==> config.mk <==
export PLATFORM = sky130hd
export DESIGN_NAME = mac_gemm_engine
export DESIGN_NICKNAME = d
export VERILOG_FILES = /design/src/rtl/mac_gemm_engine.sv
export SDC_FILE = /design/constraint.sdc
export NUM_CORES = 1
export LEC_CHECK = 0
export CORE_MARGIN = 5
export CORE_UTILIZATION = 25
export DETAILED_ROUTE_END_ITERATION = 12
export PLACE_DENSITY_LB_ADDON = 0.05
export SLEW_MARGIN = 15
export SYNTH_ARGS = -nofsm -noshare
export SYNTH_HDL_FRONTEND = slang
export SYNTH_SLANG_ARGS = --single-unit
==> constraint.sdc <==
create_clock -name clk -period 13.8 [get_ports clk]
set_clock_uncertainty 0.1 [all_clocks]
set_input_delay 2.76 -clock clk [delete_from_list [all_inputs] [get_ports clk]]
set_output_delay 2.76 -clock clk [all_outputs]
set_load 0.01 [all_outputs]
==> src/rtl/mac_gemm_engine.sv <==
// mac_gemm_engine: M x K by K x N integer matrix multiply-accumulate engine.
// A valid/ready load captures A, B and the mode bits. LANES MAC lanes then
// walk the (i, jg, k) iteration space through a two-stage pipeline (product
// register, then accumulate into a per-lane partial sum). After a two-cycle
// drain, C is presented with valid/ready. C is retained between operations
// so that a later load with acc_mode=1 adds into it.
module mac_gemm_engine #(
  parameter int M          = 4,
  parameter int K          = 4,
  parameter int N          = 4,
  parameter int DATA_WIDTH = 8,
  parameter int ACC_WIDTH  = 2*DATA_WIDTH+$clog2(K),
  parameter int LANES      = 1
) (
  input  logic                          clk,
  input  logic                          rst,
  input  logic                          host2block_val,
  output logic                          host2block_rdy,
  input  logic [M*K*DATA_WIDTH-1:0]     a_data_in,
  input  logic [N*K*DATA_WIDTH-1:0]     b_data_in,
  input  logic                          signed_mode,
  input  logic                          acc_mode,
  output logic                          block2host_val,
  input  logic                          block2host_rdy,
  output logic [M*N*ACC_WIDTH-1:0]      c_data_out,
  output logic                          mac_done
);

  localparam int JG  = N / LANES;
  localparam int PW  = 2 * DATA_WIDTH;
  localparam int KW  = (K  > 1) ? $clog2(K)  : 1;
  localparam int JW  = (JG > 1) ? $clog2(JG) : 1;
  localparam int IW  = (M  > 1) ? $clog2(M)  : 1;
  localparam int AIW = (M*K > 1) ? $clog2(M*K) : 1;
  localparam int BIW = (N*K > 1) ? $clog2(N*K) : 1;
  localparam int CIW = (M*N > 1) ? $clog2(M*N) : 1;

  typedef enum logic [1:0] {IDLE, COMPUTE, DRAIN, DONE} state_t;

  state_t                state_q, state_d;
  logic [DATA_WIDTH-1:0] a_q [M*K];
  logic [DATA_WIDTH-1:0] b_q [N*K];
  logic                  signed_q, acc_q;
  logic [KW-1:0]         k_q;
  logic [JW-1:0]         jg_q;
  logic [IW-1:0]         i_q;
  logic                  drain_q;
  logic                  s1_val_q;
  logic [KW-1:0]         s1_k_q;
  logic [JW-1:0]         s1_jg_q;
  logic [IW-1:0]         s1_i_q;
  logic [ACC_WIDTH-1:0]  prod_q   [LANES];
  logic [ACC_WIDTH-1:0]  psum_q   [LANES];
  logic [ACC_WIDTH-1:0]  c_q      [M*N];
  logic                  mac_done_q;

  logic                  load;
  logic                  last_k, last_jg, last_i, last_issue;
  logic [ACC_WIDTH-1:0]  issue_prod [LANES];
  logic [ACC_WIDTH-1:0]  lane_sum   [LANES];
  logic [CIW-1:0]        lane_cidx  [LANES];

  assign host2block_rdy = (state_q == IDLE) && !rst;
  assign load           = host2block_val && host2block_rdy;
  assign block2host_val = (state_q == DONE);
  assign mac_done       = mac_done_q;

  assign last_k     = (k_q  == KW'(K - 1));
  assign last_jg    = (jg_q == JW'(JG - 1));
  assign last_i     = (i_q  == IW'(M - 1));
  assign last_issue = (state_q == COMPUTE) && last_k && last_jg && last_i;

  // State register; reset wins over any handshake in the same cycle.
  always_ff @(posedge clk) begin
    // NOTE: sequential state uses non-blocking assignments so every register
    // samples the pre-edge values, independent of statement order.
    if (rst) state_q <= IDLE;
    else     state_q <= state_d;
  end

  // Next-state logic.
  always_comb begin
    // NOTE: assigning a default first keeps every path driven, so no latch
    // is inferred when a case arm leaves the signal untouched.
    state_d = state_q;
    unique case (state_q)
      IDLE:    if (load)           state_d = COMPUTE;
      COMPUTE: if (last_issue)     state_d = DRAIN;
      DRAIN:   if (drain_q)        state_d = DONE;
      DONE:    if (block2host_rdy) state_d = IDLE;
      default:                     state_d = IDLE;
    endcase
  end

  // Operand and mode capture on the load handshake.
  always_ff @(posedge clk) begin
    if (rst) begin
      for (int x = 0; x < M*K; x++) a_q[x] <= '0;
      for (int x = 0; x < N*K; x++) b_q[x] <= '0;
      signed_q <= 1'b0;
      acc_q    <= 1'b0;
    end else if (load) begin
      for (int x = 0; x < M*K; x++) a_q[x] <= a_data_in[x*DATA_WIDTH +: DATA_WIDTH];
      for (int x = 0; x < N*K; x++) b_q[x] <= b_data_in[x*DATA_WIDTH +: DATA_WIDTH];
      signed_q <= signed_mode;
      acc_q    <= acc_mode;
    end
  end

  // Issue counters: k innermost, then lane group, then row.
  always_ff @(posedge clk) begin
    if (rst || load) begin
      k_q  <= '0;
      jg_q <= '0;
      i_q  <= '0;
    end else if (state_q == COMPUTE) begin
      k_q <= last_k ? '0 : k_q + KW'(1);
      if (last_k)            jg_q <= last_jg ? '0 : jg_q + JW'(1);
      if (last_k && last_jg) i_q  <= last_i  ? '0 : i_q + IW'(1);
    end
  end

  // Drain counter toggles through the two flush cycles; mac_done marks the
  // DRAIN->DONE transition so it cannot re-fire while DONE is held.
  always_ff @(posedge clk) begin
    if (rst) begin
      drain_q    <= 1'b0;
      mac_done_q <= 1'b0;
    end else begin
      drain_q    <= (state_q == DRAIN) ? ~drain_q : 1'b0;
      mac_done_q <= (state_q == DRAIN) && drain_q;
    end
  end

  // Per-lane operand extension and product for the current issue slot.
  always_comb begin
    for (int l = 0; l < LANES; l++) begin
      logic [AIW-1:0]        a_idx;
      logic [BIW-1:0]        b_idx;
      logic [PW-1:0]         a_ext, b_ext, p;
      a_idx = AIW'(int'(i_q) * K + int'(k_q));
      b_idx = BIW'((int'(jg_q) * LANES + l) * K + int'(k_q));
      a_ext = signed_q ? PW'($signed(a_q[a_idx])) : PW'(a_q[a_idx]);
      b_ext = signed_q ? PW'($signed(b_q[b_idx])) : PW'(b_q[b_idx]);
      p     = a_ext * b_ext;
      issue_prod[l] = signed_q ? ACC_WIDTH'($signed(p)) : ACC_WIDTH'(p);
    end
  end

  // Stage-2 sum: seed from retained C (or zero) on k=0, else the partial sum.
  always_comb begin
    for (int l = 0; l < LANES; l++) begin
      logic [ACC_WIDTH-1:0] seed;
      lane_cidx[l] = CIW'(int'(s1_i_q) * N + int'(s1_jg_q) * LANES + l);
      seed         = acc_q ? c_q[lane_cidx[l]] : '0;
      lane_sum[l]  = ((s1_k_q == '0) ? seed : psum_q[l]) + prod_q[l];
    end
  end

  // Stage 1 (products and their coordinates) and stage-2 partial sums.
  always_ff @(posedge clk) begin
    if (rst) begin
      s1_val_q <= 1'b0;
      s1_k_q   <= '0;
      s1_jg_q  <= '0;
      s1_i_q   <= '0;
      for (int l = 0; l < LANES; l++) begin
        prod_q[l] <= '0;
        psum_q[l] <= '0;
      end
    end else begin
      s1_val_q <= (state_q == COMPUTE);
      s1_k_q   <= k_q;
      s1_jg_q  <= jg_q;
      s1_i_q   <= i_q;
      for (int l = 0; l < LANES; l++) begin
        prod_q[l] <= issue_prod[l];
        if (s1_val_q) psum_q[l] <= lane_sum[l];
      end
    end
  end

  // Result matrix: cleared by reset or an overwrite load, written at k=K-1.
  always_ff @(posedge clk) begin
    // NOTE: C is visible state that an abort must clear, so this storage is
    // reset explicitly rather than left as reset-less RAM.
    if (rst || (load && !acc_mode)) begin
      for (int x = 0; x < M*N; x++) c_q[x] <= '0;
    end else if (s1_val_q && (s1_k_q == KW'(K - 1))) begin
      for (int l = 0; l < LANES; l++) c_q[lane_cidx[l]] <= lane_sum[l];
    end
  end

  // Flatten C onto the output bus.
  always_comb begin
    c_data_out = '0;
    for (int x = 0; x < M*N; x++) c_data_out[x*ACC_WIDTH +: ACC_WIDTH] = c_q[x];
  end

endmodule

* Yosys cells after proc, flatten, opt, wreduce, memory -nomap -nowiden *
Memory sizes are Yosys's and may differ from the RTL's.
Cells that the tools add are included.

storage, ports and cells
  register bits after elaboration = 19
  RAM bits = 580
  input port bits = 262
  output and inout bits = 291
  memories kept = 5

cells by class
  add/subtract/negate cells = 7
  multipliers = 1
  equal/unequal tests = 11
  muxes and demuxes = 66
  bitwise logic cells = 34
  reduce and logical (&&, ||, !) cells = 22

memory list
  memory  depth  width  rd ports  clocked after memory_dff  wr ports  RTL line  RTL
  c_q     16     18     17        0                         16        54        logic [ACC_WIDTH-1:0] c_q [M*N];
  a_q     16     8      1         0                         16        41        logic [DATA_WIDTH-1:0] a_q [M*K];
  b_q     16     8      1         0                         16        42        logic [DATA_WIDTH-1:0] b_q [N*K];
  prod_q  1      18     1         0                         1         52        logic [ACC_WIDTH-1:0] prod_q [LANES];
  psum_q  1      18     1         0                         1         53        logic [ACC_WIDTH-1:0] psum_q [LANES];

operator list
  cell                 count
  $mux 8               32
  $mux 18              6
  $reduce_or 18->1     3
  $mux 16              2
  $or 1x1->1           32
  $add 18x18->18       1
  $mux 1               17
  $mul 16x16->16       1
  $mux 2               7
  $add 4x2->4          3
  $eq 2x2->1 const B   6
  $logic_and 1x1->1    9
  $pmux 2 s4           1
  $add 2x1->2 const B  3
  $ne 2x2->1 const B   3
  $logic_not 2->1      2
  $mux 4               1
  $reduce_and 2->1     2
  $reduce_and 4->1     1
  $eq 2x1->1 const B   1
  $logic_not 1->1      2
  $logic_or 1x1->1     2
  $ne 2x1->1 const B   1
  $not 1->1            2
  $reduce_or 2->1      1

* Longest topological paths before layout *
Gate-level depths: netlist of the first run.

  depth in word-level cells = 9
  mapped depth = 31
  depth with buffers taken out = 26

* Worst setup path before layout of the first run *
Ideal clock, no wire load.

  path type = input-to-reg
  start point = input rst
  end point = memory a_q[0][0] (enable)
  arrival time = 10.376 ns
  data required time = 12.980 ns
  path slack = 2.604 ns
  stages on the path = 5
  path buffers = 2
  cell sequence = nor2b_1 clkbuf_1 nand2_1 nand2b_1 clkbuf_1

RTL lines
  what         RTL line  RTL
  from (decl)  16        input logic rst,
  to (decl)    41

* Worst setup path after layout of the first run *
  start point = register k_q[0]
  end point = memory prod_q[0][16] (netlist bit)

on the way
  cells in the longest elaborated chain, start to end = 6

RTL lines
  what                             RTL line  RTL
  from (decl)                      44        logic [KW-1:0] k_q;
  from (signal assigned)           117       k_q <= last_k ? '0 : k_q + KW'(1);
  $add 4x2->4 (on tied branches)   141, 142
  $mem_v2 16x8 (on tied branches)  n/a
  $mux 16 (on tied branches)       143, 144
  $mul 16x16->16 *                 145       p = a_ext * b_ext;
  $mux 18 *                        146       issue_prod[l] = signed_q ? ACC_WIDTH'($signed(p)) : ACC_WIDTH'(p);
  $mux 18 (no source line) *       n/a
  to (decl)                        52

Every way passes the cells marked *; elsewhere a longest branch is shown, timed or not.

==> results of run 1 <==
==> final cells by class <==
| cell class | instances | area, um2 |
|---|---|---|
| Antenna cell | 4 | 10.0 |
| Clock buffer | 87 | 1880 |
| Clock inverter | 46 | 357 |
| Fill cell | 11600 | 78900 |
| Inverter | 136 | 510 |
| Multi-Input combinational cell | 1244 | 11200 |
| Sequential cell | 598 | 17600 |
| Tap cell | 1600 | 2000 |
| Timing Repair Buffer | 595 | 5860 |
==> registers in the layout, summed over array words and instances (netlist names) <==
signal and flops:
state_q 2, i_q 2, jg_q 2, psum_q 18, prod_q 17, k_q 2, s1_i_q 2, mac_done 1
a_q 128, b_q 128, signed_q 1, s1_jg_q 2, c_q 288, s1_val_q 1, drain_q 1, s1_k_q 2
acc_q 1
==> report_power, final <==
part           total (mW)  internal, mW  switching, mW
sequential           2.35          2.24          0.108
combinational        1.86         0.760           1.10
clock                1.82          1.02          0.803
total                6.04          4.02           2.01
==> per-layer routing <==
layer	global-route usage	routed length (um)
met5	0	11
met4	0.0594	3690
met3	0.0511	8800
met2	0.296	54600
met1	0.223	47000
==> cells in the mapped netlist (all sizes together), types with 10 or more instances <==
cell type | count | share of area
ha | 77 | 0.032
a21oi | 24 | 0.0040
nand3 | 10 | 0.0017
dfxtp | 36 | 0.024
nor2 | 363 | 0.046
nor2b | 132 | 0.028
clkbuf | 119 | 0.015
fa | 71 | 0.048
a21o | 10 | 0.0025
xnor2 | 40 | 0.012
nand2 | 51 | 0.0064
buf | 25 | 0.0047
edfxtp | 562 | 0.57
xor2 | 11 | 0.0032
inv | 134 | 0.017
nand2b | 10 | 0.0021
mux4 | 163 | 0.12
and2 | 23 | 0.0048
a22o | 20 | 0.0059
nor3 | 10 | 0.0017
and3 | 165 | 0.035
==> per-stage QoR <==
step	setup slack, ns	utilization
CTS	5.72	0.333
floorplan	2.60	-
global route	5.18	0.333
finish	5.76	0.333
detailed placement	5.72	0.314
global placement	5.75	0.314
==> final timing paths <==
kind | end | slack, ns | depth (start not counted)
worst max-delay path | prod_q[0][16]$_SDFF_PP0_ | 5.76 | 26
worst min-delay path | drain_q$_SDFF_PP0_ | 0.34 | 1
worst max register to register | prod_q[0][16]$_SDFF_PP0_ | 5.76 | 26
worst min register to register | drain_q$_SDFF_PP0_ | 0.34 | 1
==> worst register-to-register path: stages (launching register included) <==
cell and delay [ns]:
dfxtp_4 0.77, buf_4 0.76, mux4_2 0.63, mux2_2 0.29, o21ai_0 0.70, nor2_1 0.15, fa_1 0.55, inv_1 0.05
fa_1 0.42, inv_1 0.07, ha_1 0.13, inv_1 0.05, fa_1 0.49, inv_1 0.05, fa_1 0.53, inv_1 0.05
fa_1 0.48, inv_1 0.04, ha_1 0.32, a21oi_1 0.15, o21ai_0 0.11, a21oi_1 0.23, nor2b_1 0.08, o21ai_0 0.25
a21oi_1 0.15, xnor2_1 0.16, nor3b_2 0.15
==> kinds of logic (layout without fill, tap and decap cells) <==
kind of cell | Yosys count | in the layout | synth area share
adders and majority gates | 149 | 149 | 0.0802
AOI/OAI and AO/OA | 91 | 91 | 0.0230
xor gates and xnor gates | 51 | 51 | 0.0150
buffers and inverters | 280 | 864 | 0.0368
other | 0 | 4 | 0
and+or+nand+nor | 777 | 777 | 0.128
DFF | 598 | 598 | 0.590
muxes | 176 | 176 | 0.128
==> impl_metrics.py, run 1 <==
metrics = {
    "run_status": {
        "status": "complete, no violations",
    },
    "power_and_ir_drop": {
        "p_leak_nw": 14.6,
        "irDropWorstVdd_uv": 79.5,
        "power_density_nw_per_um2": 153,
        "power.total_mw": 6.04,
    },
    "global_route": {
        "grt_max_degree": 171,
        "grt_pass1_wl_um": 161000,
        "groute.usage.overall": 0.178,
        "antenna_found_initial": 4,
        "overflow": 0,
        "grt_pass1_vias": 21000,
    },
    "critical_path": {
        "cp_slowest_cell": "dfxtp_4",
        "path_buf_inv": 7,
        "cp_max_fo": 39,
        "worstPathArrival_ns": 8.43,
        "end_kind": "register",
        "cpPeakStageDelay_ns": 0.77,
        "crit_type": "reg2reg",
        "rr_startpoint": "k_q[0]$_SDFFE_PP0P_",
        "crit_family": "adder cells",
        "crit_start": "k_q[0]$_SDFFE_PP0P_",
        "required_ns": 14.19,
        "critical_path.startpoint_type": "register",
        "crit_top_cell": "inv_1",
    },
    "cells_and_area": {
        "syn_to_final_growth_pct": 32.2,
        "fin_cells": 4310,
        "layout_common_cells": "edfxtp_1, clkdlybuf4s50_1, nor2_1",
        "nets": 3057,
        "final_common_cell": "edfxtp_1",
        "drive_above_1_share": 0.123,
        "design_area_um2": 39500,
    },
    "timing": {
        "finalSetupViolCount": 0,
        "holdWs_ns": 0.344,
        "final_hold_viol_count": 0,
        "rsz0062_at_grt": "false",
        "fin_tns_setup_ns": 0,
        "maxSlewHeadroom": 0.245,
        "maxSlewViolCount": 0,
        "worstMarginPinSlew_ns": 1.13,
        "fin_crit_ns": 8.04,
        "period_share": 0.582,
        "fmax_ghz": 0.124,
    },
    "synth": {
        "postSynthCellCount": 2122,
        "synth_edf_count": 562,
        "syn-cell-area_um2": 29800,
        "async_reset_ff_frac": 0,
        "ys.flop_type": "edfxtp_1",
        "yosysSeqAreaShare": 0.590,
        "synth_cell_types": 56,
        "avgSynthCellArea_um2": 14.1,
        "synth_fp_nets": 2532,
        "synth_warnings": 0,
        "ys_ff_latch": 598,
    },
    "routing": {
        "detail_route.iter0.violations": 1327,
        "viasPerCell": 4.46,
        "route.vias.total": 19200,
        "routed_wl_um": 114000,
        "drc_errors": 0,
        "ant_nets": 0,
        "wire_per_inst_um": 26.5,
        "dr.pass1.iters": 5,
    },
    "floorplanning": {
        "num_rows": 126,
        "start_util": 0.252,
        "num_io_pins": 553,
        "die_x_um": 356,
        "die_h_um": 356,
        "dieArea_um2": 126000,
        "core_area_um2": 118000,
    },
    "place": {
        "portBuffers": 552,
        "placed_cell_area_um2": 37200,
        "place_congestion": 0.791,
        "dp_hpwl_um": 87300,
        "dp.cells": 4173,
    },
    "clock_network": {
        "cts.sinks": 598,
        "cts_tree": "done",
        "cts_max_path_buffers": 3,
        "post_cts.repair.setup_buffers": 0,
        "path_clk_slew_ns": 0.06,
        "cts_resized": 0,
        "ctsHtreeMaxLevel": 3,
        "ctsRootBufferMaster": "clkbuf_16",
        "clkLatencyLatePin_ns": 0.65,
        "cts_buffers": 72,
        "hold_buffers": 0,
    },
    "run": {
        "drv_cap": 0,
    },
    "hold_path": {
        "hold_start": "drain_q$_SDFF_PP0_",
        "holdCritPathClass": "reg2reg",
    },
}
No activity file was read; power rests on OpenSTA's default activity.
==> inputs of run 2 (changes only) <==
==> constraint.sdc (replaced) <==
create_clock -name clk -period 6.55 [get_ports clk]
set_clock_uncertainty 0.1 [all_clocks]
set_input_delay 1.31 -clock clk [delete_from_list [all_inputs] [get_ports clk]]
set_output_delay 1.31 -clock clk [all_outputs]
set_load 0.01 [all_outputs]
==> run 2 against run 1 <==
  * The flow now finishes with violations (setup timing)
  * Clock power rose by 130%
  * Routed wire length rose by 1.6%
  * Critical path depth fell by 2
  * Cell area rose by 4.8%
  * Hold slack got worse by 0.0055 ns
  * Largest cell class unchanged
==> impl_metrics.py, run 2 (synthesis results as in run 1) <==
metrics = {
    "clock_network": {
        "cts_max_path_buffers": 3,
        "hold_buffers": 0,
        "cts.sinks": 598,
        "path_clk_slew_ns": 0.06,
        "cts_tree": "done",
        "ctsRootBufferMaster": "clkbuf_16",
        "ctsHtreeMaxLevel": 3,
        "clkLatencyLatePin_ns": 0.64,
        "cts_buffers": 72,
    },
    "run": {
        "drv_cap": 0,
    },
    "cells_and_area": {
        "fin_cells": 4459,
        "largest_reg_flops": 288,
        "syn_to_final_growth_pct": 38.5,
        "layout_common_cells": "edfxtp_1, clkdlybuf4s50_1, nor2_1",
        "top_register": "c_q",
        "seq_area_um2": 17600,
        "multi_input_area_um2": 11500,
        "fillers": 11500,
        "drive_above_1_share": 0.194,
        "nets": 3210,
        "final_common_cell": "edfxtp_1",
        "fin_util": 0.349,
        "reg_top3": "c_q x288, a_q x128, b_q x128",
    },
    "floorplanning": {
        "die_h_um": 356,
        "num_io_pins": 553,
        "die_x_um": 356,
        "dieArea_um2": 126000,
        "start_util": 0.252,
        "core_area_um2": 118000,
        "num_rows": 126,
    },
    "global_route": {
        "overflow": 0,
        "grt_max_degree": 117,
        "grt_pass1_vias": 21700,
        "grt_pass1_wl_um": 164000,
        "groute.usage.overall": 0.180,
        "antenna_found_initial": 6,
    },
    "place": {
        "dp.cells": 4288,
        "preCtsSetupSlack_ns": -0.281,
        "place_congestion": 0.804,
        "dp_hpwl_um": 88800,
        "portBuffers": 552,
    },
    "critical_path": {
        "critical_path.startpoint_type": "register",
        "r2r-end": "prod_q[0][16]$_SDFF_PP0_",
        "cp_max_fo": 6,
        "required_ns": 6.98,
        "end_kind": "register",
        "rr_startpoint": "k_q[0]$_SDFFE_PP0P_",
        "crit_start": "k_q[0]$_SDFFE_PP0P_",
        "r2r_cells": 24,
        "worstPathArrival_ns": 7.10,
        "r2r_slack_ns": -0.12,
        "setup.worst_path.end": "prod_q[0][16]$_SDFF_PP0_",
        "crit_type": "reg2reg",
    },
    "routing": {
        "ant_nets": 0,
        "dr.pass1.iters": 5,
        "drc_errors": 0,
        "routed_wl_um": 116000,
        "wire_per_inst_um": 26.0,
        "viasPerCell": 4.45,
        "route.vias.total": 19900,
        "detail_route.iter0.violations": 1166,
    },
    "run_status": {
        "status": "complete, but fails checks",
        "violations": "setup timing",
    },
    "timing": {
        "period_share": 1.02,
        "maxSlewHeadroom": 0.332,
        "maxSlewViolCount": 0,
        "final_hold_viol_count": 0,
        "finalSetupViolCount": 3,
        "rsz0062_at_grt": "true",
        "fin_crit_ns": 6.67,
        "fmax_ghz": 0.150,
        "fin_ws_ns": -0.123,
        "worstMarginPinSlew_ns": 1.00,
    },
    "power_and_ir_drop": {
        "p_leak_nw": 15.5,
        "irDropWorstVdd_uv": 194,
        "power_density_nw_per_um2": 337,
    },
    "hold_path": {
        "holdCritPathClass": "reg2reg",
    },
}
## run 2: cell count changes in the layout (fill, tap and decap cells not counted), sizes merged
cell | before | now
buf | 45 | 197
bufinv | 2 | 9
clkinv | 38 | 31
clkinvlp | 5 | 1
diode | 4 | 1
clkbuf | 87 | 89
inv | 137 | 138
mux4 | 163 | 164
## run 2: worst max-delay path, stage by stage (launching register included)
cell	delay, ns
dfxtp_4	0.39
buf_12	0.14
buf_8	0.13
buf_4	0.11
mux4_2	0.53
mux4_2	0.52
and3_4	0.21
fa_2	0.57
inv_4	0.06
fa_1	0.49
fa_1	0.49
inv_1	0.05
fa_1	0.47
inv_1	0.05
fa_1	0.45
fa_2	0.37
xnor2_2	0.14
xnor2_1	0.18
xnor2_1	0.16
xnor2_1	0.16
xnor2_1	0.16
xnor2_1	0.15
xnor2_1	0.16
xnor2_1	0.15
nor3b_2	0.18
## run 2: per-stage QoR
stage / power [mW] / hold WS [ns] / instance area [um2] / TNS [ns]
6_report: 13.9 / 0.338 / 41300 / -0.226
5_1_grt: 14.8 / 0.381 / 41300 / -1.54
4_1_cts: 14.1 / 0.345 / 41200 / -0.400
3_5_place_dp: 9.48 / 0.335 / 38200 / -0.890
3_3_place_gp: 9.45 / 0.329 / 38200 / -0.818
2_1_floorplan: 7.43 / 0.306 / 29900 / -0.224
## run 2: how the worst min path moves through the flow
stage / from / endpoint / slack, ns / depth (start not counted)
final: drain_q$_SDFF_PP0_ / drain_q$_SDFF_PP0_ / 0.34 / 1
after global routing: drain_q$_SDFF_PP0_ / drain_q$_SDFF_PP0_ / 0.38 / 1
after CTS: drain_q$_SDFF_PP0_ / drain_q$_SDFF_PP0_ / 0.35 / 1
after detailed placement: drain_q$_SDFF_PP0_ / drain_q$_SDFF_PP0_ / 0.34 / 1
after global placement: drain_q$_SDFF_PP0_ / drain_q$_SDFF_PP0_ / 0.33 / 1
after floorplan: drain_q$_SDFF_PP0_ / drain_q$_SDFF_PP0_ / 0.31 / 1
## run 2: timing repair
item | in CTS | in global routing
resized for setup | 63 | 32
setup buffers | 30 | 6
gates cloned | 4 | 0
endpoints found under the setup margin | 5 | 6
pin swaps | 44 | 41
## run 2: report_power, final
part	total (mW)	internal, mW	switching [mW]
clock network	4.11	2.44	1.67
registers	4.92	4.72	0.198
logic	4.91	2.31	2.60
## run 2: per-layer routing
| layer | wire length (um) | part of all wire | vias up | global-route usage |
|---|---|---|---|---|
| li1 | - | - | 9014 | - |
| met1 | 48800 | 0.42 | 10100 | 0.229 |
| met2 | 55000 | 0.47 | 648 | 0.299 |
| met3 | 8840 | 0.076 | 134 | 0.0529 |
| met4 | 3310 | 0.029 | 4 | 0.0533 |
| met5 | 27 | 0.00023 | - | 0 |
## run 2: cell type report
class                   instances  share of cell area
flip-flops and latches        598               0.426
repair buffers                747               0.178
inverters                     136              0.0124
clock buffers                  89              0.0462
multi-input cells            1245               0.277
clock inverters                43              0.0120
diodes                          1           0.0000605
well taps                    1600              0.0484
==> inputs of run 3 (changes only) <==
--- a/config.mk
+++ b/config.mk
@@ -6,10 +6,10 @@
 export NUM_CORES = 1
 export LEC_CHECK = 0
 export CORE_MARGIN = 5
-export CORE_UTILIZATION = 25
+export CORE_UTILIZATION = 48
 export DETAILED_ROUTE_END_ITERATION = 12
 export PLACE_DENSITY_LB_ADDON = 0.05
-export SLEW_MARGIN = 15
+export REMOVE_ABC_BUFFERS = 1
 export SYNTH_ARGS = -nofsm -noshare
 export SYNTH_HDL_FRONTEND = slang
 export SYNTH_SLANG_ARGS = --single-unit
==> run 3 against run 2 <==
  * The run still ends with setup timing left
  * Sequential cell count is the same
  * Largest cell class unchanged
  * Clock-buffer cell count fell by 9
  * Setup slack got worse by 0.063 ns
  * Non-clock buffer count decreased by 44
  * Utilization grew 29 points
  * Sequential power about the same
  * Critical path type unchanged
==> impl_metrics.py, run 3 (synthesis results as in run 1) <==
metrics = {
    "clock_network": {
        "hold_buffers": 0,
        "cts_max_path_buffers": 3,
        "cts.sinks": 598,
        "ctsHtreeMaxLevel": 2,
        "cts_buffers": 60,
        "cts_tree": "done",
        "path_clk_slew_ns": 0.07,
        "ctsRootBufferMaster": "clkbuf_16",
        "clkLatencyLatePin_ns": 0.62,
    },
    "global_route": {
        "groute.usage.overall": 0.279,
        "grt_max_degree": 106,
        "grt_pass1_wl_um": 138000,
        "grt_pass1_vias": 21000,
        "antenna_found_initial": 10,
        "overflow": 0,
    },
    "timing": {
        "fin_crit_ns": 6.74,
        "rsz0062_at_grt": "true",
        "holdWs_ns": 0.341,
        "worstMarginPinSlew_ns": 1.14,
        "maxSlewHeadroom": 0.236,
        "finalSetupViolCount": 4,
        "fin_tns_setup_ns": -0.544,
        "final_hold_viol_count": 0,
        "maxSlewViolCount": 0,
        "period_share": 1.03,
        "fin_ws_ns": -0.186,
        "fmax_ghz": 0.148,
    },
    "critical_path": {
        "r2r-end": "prod_q[0][14]$_SDFF_PP0_",
        "cp_max_fo": 6,
        "r2r_slack_ns": -0.19,
        "r2r_cells": 26,
        "rr_startpoint": "k_q[0]$_SDFFE_PP0P_",
        "end_kind": "register",
        "required_ns": 6.93,
        "critical_path.startpoint_type": "register",
        "worstPathArrival_ns": 7.12,
        "crit_type": "reg2reg",
    },
    "power_and_ir_drop": {
        "irDropWorstVdd_uv": 214,
        "switching_share": 0.319,
        "p_comb_frac": 0.353,
        "p_leak_nw": 15.1,
        "seqPwrFrac": 0.389,
        "power.total_mw": 12.7,
        "pwr-share-clk": 0.258,
        "internal_power_mw": 8.62,
        "switching_power_mw": 4.04,
        "power_density_nw_per_um2": 322,
    },
    "routing": {
        "detail_route.iter0.violations": 1785,
        "wire_per_inst_um": 26.2,
        "route.vias.total": 20200,
        "routed_wl_um": 95000,
        "drc_errors": 0,
        "ant_nets": 0,
        "viasPerCell": 5.56,
        "dr.pass1.iters": 5,
    },
    "place": {
        "dp_hpwl_um": 71700,
        "portBuffers": 552,
        "place_congestion": 0.900,
    },
    "cells_and_area": {
        "layout_common_cells": "edfxtp_1, clkdlybuf4s50_1, nor2_1",
        "largest_reg_flops": 288,
        "drive_above_1_share": 0.166,
        "final_common_cell": "edfxtp_1",
        "top_register": "c_q",
        "syn_to_final_growth_pct": 31.7,
        "nets": 3153,
        "reg_top3": "c_q x288, a_q x128, b_q x128",
        "fillers": 4629,
    },
    "hold_path": {
        "holdCritPathClass": "reg2reg",
        "hold_start": "drain_q$_SDFF_PP0_",
        "hold_end": "drain_q$_SDFF_PP0_",
        "min_path_cells": 1,
    },
    "run_status": {
        "status": "complete, but fails checks",
        "violations": "setup timing",
    },
    "floorplanning": {
        "core_area_um2": 61600,
        "num_io_pins": 553,
        "die_x_um": 259,
        "dieArea_um2": 67300,
        "start_util": 0.485,
        "num_rows": 91,
        "die_h_um": 259,
    },
    "run": {
        "drv_cap": 0,
    },
}
==> run 3: cell types whose count changed in the layout (fill, tap and decap cells not counted), sizes merged <==
cell,delta
clkinv,-1
bufinv,-8
mux4,-1
buf,-44
inv,-3
clkbuf,-9
diode,+1
==> run 3: critical path, cell delays in order, from the launching register on <==
cell and delay, ns:
dfxtp_4 0.39, buf_12 0.12, buf_12 0.12, mux4_2 0.50, mux4_2 0.53, and3_4 0.21
fa_1 0.59, inv_2 0.09, buf_4 0.13, buf_4 0.12, fa_1 0.49, inv_2 0.04
fa_1 0.49, inv_1 0.05, fa_1 0.54, inv_1 0.05, fa_1 0.49, inv_2 0.04
fa_1 0.48, inv_2 0.05, ha_4 0.20, buf_4 0.13, o21a_1 0.09, o31a_1 0.12
o211ai_1 0.19, xor2_1 0.17, nor2_1 0.06
==> run 3: final cells by class <==
class / count / area (um2) / share of cell area
clock buffer: 80 / 1660 / 0.0422
clock inverter: 31 / 184 / 0.00468
antenna: 2 / 5.00 / 0.000127
timing repair buffer: 703 / 6950 / 0.177
tap: 837 / 1050 / 0.0266
sequential: 598 / 17600 / 0.448
inverter: 136 / 510 / 0.0130
multi-input combinational: 1244 / 11300 / 0.288
==> run 3: how the worst max path moves through the flow <==
stage	depth (start not counted)	from	to	slack [ns]
2_1_floorplan	3	rst	a_q[0][0]$_SDFFCE_PN0P_	-5.70
3_3_place_gp	21	k_q[0]$_SDFFE_PP0P_	prod_q[0][16]$_SDFF_PP0_	-0.12
3_5_place_dp	22	k_q[0]$_SDFFE_PP0P_	prod_q[0][16]$_SDFF_PP0_	-0.27
4_1_cts	22	k_q[0]$_SDFFE_PP0P_	prod_q[0][16]$_SDFF_PP0_	-0.23
5_1_grt	23	k_q[0]$_SDFFE_PP0P_	prod_q[0][16]$_SDFF_PP0_	-0.41
6_report	26	k_q[0]$_SDFFE_PP0P_	prod_q[0][14]$_SDFF_PP0_	-0.19
==> run 3: metal layers <==
layer,GRT usage,vias up,part of all wire
li1,-,8890,-
met1,0.375,10100,0.38
met2,0.445,1020,0.48
met3,0.0687,185,0.097
met4,0.104,12,0.044
met5,0,-,0.00086
==> run 3: through the flow <==
step,instance area [um2],util,cells,worst slack (ns)
6_report,39300,0.638,3631,-0.186
5_1_grt,39300,0.638,3629,-0.410
4_1_cts,39200,0.637,3628,-0.227
3_5_place_dp,37100,0.602,3500,-0.270
3_3_place_gp,37100,0.602,3500,-0.124
2_1_floorplan,29300,-,1978,-5.70
==> run 3: power groups by stage <==
stage,logic (mW),clock network (mW),registers (mW)
after floorplan,2.26,0,5.09
after global placement,4.18,0,4.99
after detailed placement,4.27,0,5.00
after CTS,4.43,3.30,4.93
after global routing,4.93,3.48,4.96
final,4.47,3.26,4.92
==> run 3: timing repair <==
action | 4_1_cts | 5_1_grt
endpoints found under the setup margin | 4 | 7
gates cloned | 3 | 0
resized for setup | 28 | 20
pin swaps | 22 | 20
setup buffers | 14 | 3
